`src/rtl/pipe_pkg.sv`:
```
// Shared pipeline definitions: control field split, EX/MEM payload layout and
// the bubble control word used when a beat is squashed.
package pipe_pkg;
   localparam int MEM_W  = 4;
   localparam int WB_W   = 2;
   localparam int CTRL_W = MEM_W + WB_W;

   // EX/MEM payload layout, LSB first: wreg, equal, operand B, result, PC+4+off
   localparam int WREG_W    = 5;
   localparam int WREG_LSB  = 0;
   localparam int EQ_LSB    = WREG_LSB + WREG_W;
   localparam int OPB_LSB   = EQ_LSB + 1;
   localparam int RES_LSB   = OPB_LSB + 32;
   localparam int PCOFF_LSB = RES_LSB + 32;
   localparam int EXMEM_W   = PCOFF_LSB + 32;

   function automatic logic [CTRL_W-1:0] bubble_ctrl();
      return '0;
   endfunction
endpackage

```
`src/rtl/pipe_stage_reg.sv`:
```
// Generic pipeline stage latch with valid/ready handshake, optional 2-entry
// skid buffer, flush-to-bubble and a saturating squashed-beat counter.
module pipe_stage_reg
   import pipe_pkg::*;
#(
   parameter int DATA_W = EXMEM_W,
   parameter int CTRL_W = pipe_pkg::CTRL_W,
   parameter int SKID   = 1,
   parameter int CNT_W  = 16
) (
   input  logic              clk,
   input  logic              reset,
   input  logic              in_valid,
   output logic              in_ready,
   input  logic [DATA_W-1:0] in_data,
   input  logic [CTRL_W-1:0] in_ctrl,
   input  logic              flush,
   output logic              out_valid,
   input  logic              out_ready,
   output logic [DATA_W-1:0] out_data,
   output logic [CTRL_W-1:0] out_ctrl,
   output logic [CNT_W-1:0]  flush_cnt
);

   localparam logic [CTRL_W-1:0] BUBBLE = CTRL_W'(bubble_ctrl());

   logic              main_v_q, main_v_d;
   logic [DATA_W-1:0] main_data_q, main_data_d;
   logic [CTRL_W-1:0] main_ctrl_q, main_ctrl_d;
   logic              skid_v_d;
   logic              accept, deliver;
   logic [1:0]        sq_cnt;
   logic [CNT_W:0]    cnt_sum;
   logic [CNT_W-1:0]  cnt_q, cnt_d;

   assign accept  = in_valid && in_ready;
   assign deliver = main_v_q && out_ready;

   generate
      if (SKID != 0) begin : g_skid
         logic              skid_v_q, skid_v_n;
         logic [DATA_W-1:0] skid_data_q, skid_data_d;
         logic [CTRL_W-1:0] skid_ctrl_q, skid_ctrl_d;

         assign in_ready = !skid_v_q;
         assign skid_v_d = skid_v_n;

         always_comb begin
            main_v_d    = main_v_q;
            main_data_d = main_data_q;
            main_ctrl_d = main_ctrl_q;
            skid_v_n    = skid_v_q;
            skid_data_d = skid_data_q;
            skid_ctrl_d = skid_ctrl_q;
            if (deliver && skid_v_q) begin
               main_v_d    = 1'b1;
               main_data_d = skid_data_q;
               main_ctrl_d = skid_ctrl_q;
               skid_v_n    = 1'b0;
            end else if (accept && (!main_v_q || deliver)) begin
               main_v_d    = 1'b1;
               main_data_d = in_data;
               main_ctrl_d = in_ctrl;
            end else if (accept) begin
               skid_v_n    = 1'b1;
               skid_data_d = in_data;
               skid_ctrl_d = in_ctrl;
            end else if (deliver) begin
               main_v_d    = 1'b0;
            end
            // Squash whatever survives the edge; the departing beat is unaffected
            if (flush) begin
               if (main_v_d) main_ctrl_d = BUBBLE;
               if (skid_v_n) skid_ctrl_d = BUBBLE;
            end
         end

         always_ff @(posedge clk or posedge reset) begin
            if (reset) begin
               skid_v_q    <= 1'b0;
               skid_data_q <= '0;
               skid_ctrl_q <= '0;
            end else begin
               skid_v_q    <= skid_v_n;
               skid_data_q <= skid_data_d;
               skid_ctrl_q <= skid_ctrl_d;
            end
         end
      end else begin : g_noskid
         assign in_ready = !main_v_q || out_ready;
         assign skid_v_d = 1'b0;

         always_comb begin
            main_v_d    = main_v_q;
            main_data_d = main_data_q;
            main_ctrl_d = main_ctrl_q;
            if (accept) begin
               main_v_d    = 1'b1;
               main_data_d = in_data;
               main_ctrl_d = in_ctrl;
            end else if (deliver) begin
               main_v_d    = 1'b0;
            end
            if (flush && main_v_d) main_ctrl_d = BUBBLE;
         end
      end
   endgenerate

   assign sq_cnt  = flush ? ({1'b0, main_v_d} + {1'b0, skid_v_d}) : 2'd0;
   assign cnt_sum = {1'b0, cnt_q} + (CNT_W+1)'(sq_cnt);
   assign cnt_d   = cnt_sum[CNT_W] ? {CNT_W{1'b1}} : cnt_sum[CNT_W-1:0];

   always_ff @(posedge clk or posedge reset) begin
      if (reset) begin
         main_v_q    <= 1'b0;
         main_data_q <= '0;
         main_ctrl_q <= '0;
         cnt_q       <= '0;
      end else begin
         main_v_q    <= main_v_d;
         main_data_q <= main_data_d;
         main_ctrl_q <= main_ctrl_d;
         cnt_q       <= cnt_d;
      end
   end

   assign out_valid = main_v_q;
   assign out_data  = main_data_q;
   assign out_ctrl  = main_v_q ? main_ctrl_q : BUBBLE;
   assign flush_cnt = cnt_q;

endmodule

```
`config.mk`:
```
export PLATFORM = sky130hd
export DESIGN_NAME = pipe_stage_reg
export DESIGN_NICKNAME = d
export VERILOG_FILES = /design/src/rtl/pipe_pkg.sv /design/src/rtl/pipe_stage_reg.sv
export SDC_FILE = /design/constraint.sdc
export NUM_CORES = 1
export LEC_CHECK = 0
export BUFFER_PORTS_ARGS = -buffer_cell sky130_fd_sc_hd__buf_4
export CELL_PAD_IN_SITES_DETAIL_PLACEMENT = 1
export CELL_PAD_IN_SITES_GLOBAL_PLACEMENT = 2
export CORE_UTILIZATION = 35
export DETAILED_ROUTE_END_ITERATION = 8
export PLACE_DENSITY_LB_ADDON = 0.1
export SLEW_MARGIN = 20
export SYNTH_ARGS = -nofsm -noshare
export SYNTH_HDL_FRONTEND = slang
export SYNTH_SLANG_ARGS = --single-unit
```
`constraint.sdc`:
```
create_clock -name clk -period 9.7 [get_ports clk]
set_clock_uncertainty 0.05 [all_clocks]
set_input_delay 1.455 -clock clk [delete_from_list [all_inputs] [get_ports clk]]
set_output_delay 1.455 -clock clk [all_outputs]
set_load 0.01 [all_outputs]
```
**Yosys cells after proc, flatten, opt, wreduce, memory -nomap -nowiden**

Cells that the tools add are included.

- Add/subtract/negate cells: 2
- $mul: 0
- Div/mod/pow operators: 0
- Magnitude comparators: 0
- Eq/ne operators: 0
- Shift-type cells: 0
- Multiplexer cells: 21
- Bitwise operators: 2
- Reductions and logical operators: 9

Operators by type and width:

| operator | count |
|---|---|
| $mux 102 | 2 |
| $mux 6 | 10 |
| $add 16x2->17 | 1 |
| $mux 16 | 1 |
| $mux 1 | 7 |
| $logic_and 1x1->1 | 4 |
| $reduce_and 3->1 | 1 |
| $add 1x1->2 | 1 |
| $logic_not 1->1 | 2 |
| $mux 2 | 1 |
| $not 1->1 | 2 |
| $reduce_bool 2->1 | 1 |
| $logic_or 1x1->1 | 1 |

- Bits in registers: 234
- Bits in latches: 0
- RAM bits: 0
- ROM bits: 0
- Input bits: 113
- Output and inout bits: 126
- Word-level logic and storage cells: 41
- Memories: 0

**Logic depth before layout (Yosys ltp)**

- Depth in word-level cells: 9
- Gate-level depth with buffers: 14
- Gate-level depth less buffers: 12

**Least setup slack after synthesis**

Ideal clock, no wire load.

- Path kind: input-to-reg
- Start: input port out_ready
- End: register cnt_q[1], in the netlist flush_cnt[1]
- Setup time: 0.065 ns
- Data arrival time: 3.505 ns
- Data required time: 9.585 ns
- Path slack: 6.080 ns
- Cell stages on the path: 14
- Path buffers: 2
- Cells stage by stage: inv_1 > o21ai_0 > nand2_1 > ha_1 > and2_1 > ha_1 > inv_1 > fa_1 > and2b_1 > and4_1 > buf_4 > nand3_2 > buf_6 > nand2_1

- Cells in the longest elaborated chain, start to end: 9
- Elaborated cells between the ends (all ways): 14
- Those cells by class: add/sub (2); mux (8); reduce/logical (4)

Ends and longest elaborated chain:

| what | RTL line | RTL |
|---|---|---|
| start, declared | pipe_stage_reg.sv:19 | `input logic out_ready,` |
| $logic_and 1x1->1 (*) | pipe_stage_reg.sv:37 | `assign deliver = main_v_q && out_ready;` |
| $mux 1 / $logic_or 1x1->1 (equally long branches) | pipe_stage_reg.sv:68, pipe_stage_reg.sv:60 |  |
| $mux 1 / $logic_and 1x1->1 (equally long branches) | pipe_stage_reg.sv:64, pipe_stage_reg.sv:60 |  |
| $mux 1 | pipe_stage_reg.sv:60 | `end else if (accept && (!main_v_q \|\| deliver)) begin` |
| $mux 1 (*) | pipe_stage_reg.sv:55 | `if (deliver && skid_v_q) begin` |
| named net main_v_d | pipe_stage_reg.sv:27 | `logic main_v_q, main_v_d;` |
| $add 1x1->2 (*) | pipe_stage_reg.sv:109 | `assign sq_cnt = flush ? ({1'b0, main_v_d} + {1'b0, skid_v_d}) : 2'd0;` |
| $mux 2 (*) | pipe_stage_reg.sv:109 |  |
| $add 16x2->17 (*) | pipe_stage_reg.sv:110 | `assign cnt_sum = {1'b0, cnt_q} + (CNT_W+1)'(sq_cnt);` |
| $mux 16 (*) | pipe_stage_reg.sv:111 | `assign cnt_d = cnt_sum[CNT_W] ? {CNT_W{1'b1}} : cnt_sum[CNT_W-1:0];` |
| named net cnt_d[1] | pipe_stage_reg.sv:34 | `logic [CNT_W-1:0] cnt_q, cnt_d;` |
| end signal, assigned | pipe_stage_reg.sv:123 | `cnt_q <= cnt_d;` |
| end, declared | pipe_stage_reg.sv:34 |  |

Mark *: on every way through the listed nets, which the timed path passes. The rest lies on a longest branch.
A chain may end at the register's enable or synchronous reset.

**Worst setup path after layout**

- Start: input port out_ready
- End: register main_ctrl_q[4]

- Cells in the longest elaborated chain, start to end: 7
- Elaborated cells between the ends (all ways): 12
- Those cells by class: mux (8); reduce/logical (4)

Ends and longest elaborated chain:

| what | RTL line | RTL |
|---|---|---|
| $logic_and 1x1->1 (*) | pipe_stage_reg.sv:37 |  |
| $mux 1 / $logic_or 1x1->1 (equally long branches) | pipe_stage_reg.sv:68, pipe_stage_reg.sv:60 |  |
| $mux 1 / $logic_and 1x1->1 (equally long branches) | pipe_stage_reg.sv:64, pipe_stage_reg.sv:60 |  |
| $mux 1 / $mux 6 (equally long branches) | pipe_stage_reg.sv:60 |  |
| $mux 1 / $mux 6 (equally long branches) | pipe_stage_reg.sv:55 |  |
| $mux 6 | pipe_stage_reg.sv:73 | `if (main_v_d) main_ctrl_d = BUBBLE;` |
| $mux 6 (*) | pipe_stage_reg.sv:72 | `if (flush) begin` |
| named net main_ctrl_d[4] | pipe_stage_reg.sv:29 | `logic [CTRL_W-1:0] main_ctrl_q, main_ctrl_d;` |
| end signal, assigned | pipe_stage_reg.sv:122 | `main_ctrl_q <= main_ctrl_d;` |
| end, declared | pipe_stage_reg.sv:29 |  |

Marked as above.

==> results.sh <==
export IMPL_run_status="finished clean"
export IMPL_core_area_sq_um=27900
export IMPL_startpoint_of_the_worst_register_to_register_path="out_valid"
export IMPL_synth_top_cell_area_share_pct=58.6
export IMPL_fraction_of_the_mapped_netlist_area_in_compound_gates_pct=6.31
export IMPL_routed_wire_length_per_instance_microns=17.4
export IMPL_p_total_mw=4.22
export IMPL_critPathMaxFanout=45
export IMPL_fin_tns_setup_ns=0
export IMPL_drt_iter0_drc=359
export IMPL_core_rowCount=61
export IMPL_holdCritStartpoint="g_skid.skid_data_q[47]"
export IMPL_timing_final_crit_period_ns=3.76
export IMPL_worst_hold_slack_ns=0.423
export IMPL_route_detailed_vias_per_inst=4.86
export IMPL_met2_usage_pct=27.8
export IMPL_design_portCount=239
export IMPL_gp_congestion=0.714
export IMPL_fill_cells=3038
export IMPL_die_width_microns=171
export IMPL_worst_endpoint_arrival_ns=4.13
export IMPL_timing_reg2reg_setup_slack_ns=6.41
export IMPL_post_synth_fa_ha_maj_area_fraction_pct=0.576
export IMPL_start_util_pct=35.8
export IMPL_die_h_microns=171
export IMPL_rr_endpoint="main_ctrl_q[4]"
export IMPL_sequential_cell_area_sq_um=5860
export IMPL_worst_setup_path_type="input port to flop"
export IMPL_clkTransAtPathRegs_ns=0.06
export IMPL_min_period_over_period_pct=38.7
export IMPL_dominant_combinational_cell_family_by_area_after_synthesis="multiplexers"
export IMPL_first_pass_drt_iterations=4
export IMPL_area_growth_pct=29.9
export IMPL_final_max_slew_viol_count=0
export IMPL_ctsHoldBuffers=0
export IMPL_timing_reg2reg_worst_path_depth=6
export IMPL_async_reset_ff_share_pct=100
export IMPL_synthDominantAreaCellType="dfrtp_1"
export IMPL_antenna_found_initial=0
export IMPL_hp_class="flop to flop"
export IMPL_global_route_met3_utilization_pct=4.97
export IMPL_io_buffers=238
export IMPL_cts_setup_buffers=0
export IMPL_clock_tree_htree_level_count=1
export IMPL_timing_max_cap_violations=0
export IMPL_floorplan_die_area_sq_um=29300
export IMPL_layout_cells_non_filler=1436
export IMPL_synthesis_area_per_instance_sq_um=12.3
export IMPL_timing_final_setup_violations=0
export IMPL_cts_root_to_sink_buffers=3
export IMPL_post_dp_hpwl_mm=16.0
export IMPL_use_met1_pct=22.1
export IMPL_hold_path_depth=2
export IMPL_synthXorXnorAreaFrac_pct=0.788
export IMPL_drive_gt1_share_pct=37.7
export IMPL_cts_repair_resized=0
export IMPL_preCtsSetupSlack_ns=5.34
export IMPL_clock_insertion_delay_worst_skew_ns=0.53
export IMPL_slew_limit_headroom_pct=30.0
export IMPL_p_leak_nw=6.38
export IMPL_post_synth_net_total=930
export IMPL_post_synthesis_cells=813
export IMPL_totalWireLength_mm=25.0
export IMPL_cell_with_the_most_instances_after_synthesis="dfrtp_1"
export IMPL_endpoint_kind="flop"
export IMPL_yosys_area_share_simple_pct=7.63
export IMPL_multiplexer_share_of_the_synthesized_area_pct=22.9
export IMPL_final_nets=1153
export IMPL_vias=6972
export IMPL_first_global_vias=7401
export IMPL_grt_max_degree=120
export IMPL_synth_enable_flop_cells=0
export IMPL_synth_seq_cells=234
export IMPL_grt_pass1_wl_mm=39.8
export IMPL_ys_flop_type="dfrtp_1"
export IMPL_worstMarginPinSlew_ns=1.05
export IMPL_final_worst_setup_slack_ns=5.94
export IMPL_yosysWarningCount=0
export IMPL_final_routed_drc_violation_total=0
export IMPL_tritoncts="done"
export IMPL_synth_top_cells_by_count="234 x dfrtp_1, 119 x nand2_1, 114 x mux2i_1"
export IMPL_route_antenna_remaining_nets=0
export IMPL_hold_viol=0
export IMPL_setup_worst_path_start="out_ready"
export IMPL_cp_required_ns=10.08
export IMPL_yosysSeqAreaShare_pct=58.6
export IMPL_synth_top_area_cells="dfrtp_1 59%, mux2_2 11%, mux2i_1 11%"
export IMPL_number_of_buffers_added_by_the_clock_tree_synthesis_step=28
export IMPL_final_global_route_overflow_total=0
export IMPL_power_density_nw_per_um2=325
export IMPL_gr_util_all_layers_pct=17.1
export IMPL_mappedNetlistArea_sq_um=10000
export IMPL_multi_input_area_sq_um=3840
export IMPL_cp_start_kind="input port"
export IMPL_min_delay_worst_endpoint="out_data[47]"
export IMPL_root_buffer="clkbuf_16"
export IMPL_tritoncts_num_sinks=234
export IMPL_placedCellCount=1384
export IMPL_rsz0062_at_grt="false"
export IMPL_max_freq_mhz=266
export IMPL_ir_drop_v=0.000133
export IMPL_post_synth_num_cell_types=36
export IMPL_grt_busiest_layer="met2"
## worst max path at each step
| stage | end | slack [ns] | cells past startpoint |
|---|---|---|---|
| 2_1_floorplan | flush_cnt[0] | 1.78 | 1 |
| 3_5_place_dp | out_data[35] | 5.34 | 7 |
| 3_3_place_gp | main_ctrl_q[1] | 5.38 | 7 |
| 6_report | main_ctrl_q[4] | 5.94 | 7 |
| 5_1_grt | out_data[26] | 5.77 | 7 |
| 4_1_cts | main_ctrl_q[4] | 5.91 | 7 |
## cells in the final DEF (no fill, tap or decap), drive strengths merged
cell type	instances
buf	245
dfrtp	234
nand2	119
mux2i	114
o21ai	104
mux2	102
clkbuf	42
nor2	14
and2	10
xor2	9
nand3	9
inv	7
a211oi	6
clkinv	6
nand4	5
and4	4
and3	4
a21oi	3
a31oi	3
ha	3
nand2b	3
bufinv	2
diode	1
a41oi	1
a21boi	1
and2b	1
a21o	1
o21a	1
nor2b	1
nor3	1
fa	1
clkinvlp	1
## sequential cells by signal, summed over array words and instances, names as in the netlist
| register | count |
|---|---|
| g_skid.skid_data_q | 102 |
| out_data | 102 |
| flush_cnt | 16 |
| g_skid.skid_ctrl_q | 6 |
| main_ctrl_q | 6 |
| g_skid.skid_v_q | 1 |
| out_valid | 1 |
## report_power, final
| part | leakage [nW] | switching (mW) | internal [mW] |
|---|---|---|---|
| combinational | 3.07 | 0.680 | 0.761 |
| sequential | 2.85 | 0.264 | 1.45 |
| clock | 0.467 | 0.413 | 0.651 |
## layout make-up
class	instances	area share [%]
multi-input cells	520	29.5
inverters	7	0.260
clock buffers	42	6.50
clock inverters	9	0.780
well taps	378	3.64
diodes	1	0.0193
repair buffers	245	14.2
flip-flops and latches	234	45.1
## metrics by stage
step,instance area [sq um],utilization (%)
6_report,13000,46.5
3_5_place_dp,12000,43.1
2_1_floorplan,10000,-
5_1_grt,13000,46.5
4_1_cts,13000,46.5
3_3_place_gp,12000,43.1
## routing by layer
metal / routed length (microns) / vias up
li1: - / 3272
met1: 10800 / 3513
met2: 11900 / 158
met3: 1830 / 29
met4: 432 / 0
met5: 0 / -
## logic make-up (layout without fill, tap and decap cells)
kind of cell             after synthesis  count (layout)
flip-flops                           234             234
XOR/XNOR                               9               9
adder cells (fa/ha/maj)                4               4
AO/OA/AOI/OAI                        120             120
other                                  0               1
AND/OR/NAND/NOR                      171             171
multiplexers                         216             216
buffers and inverters                 59             303
## critical path, stage by stage
cell	delay, ns
buf_4	0.13
nand2b_4	0.17
nand3_4	0.36
buf_4	0.68
buf_4	0.79
mux2i_1	0.17
a211oi_1	0.26
Note: power is estimated with default switching activity, not from simulation.
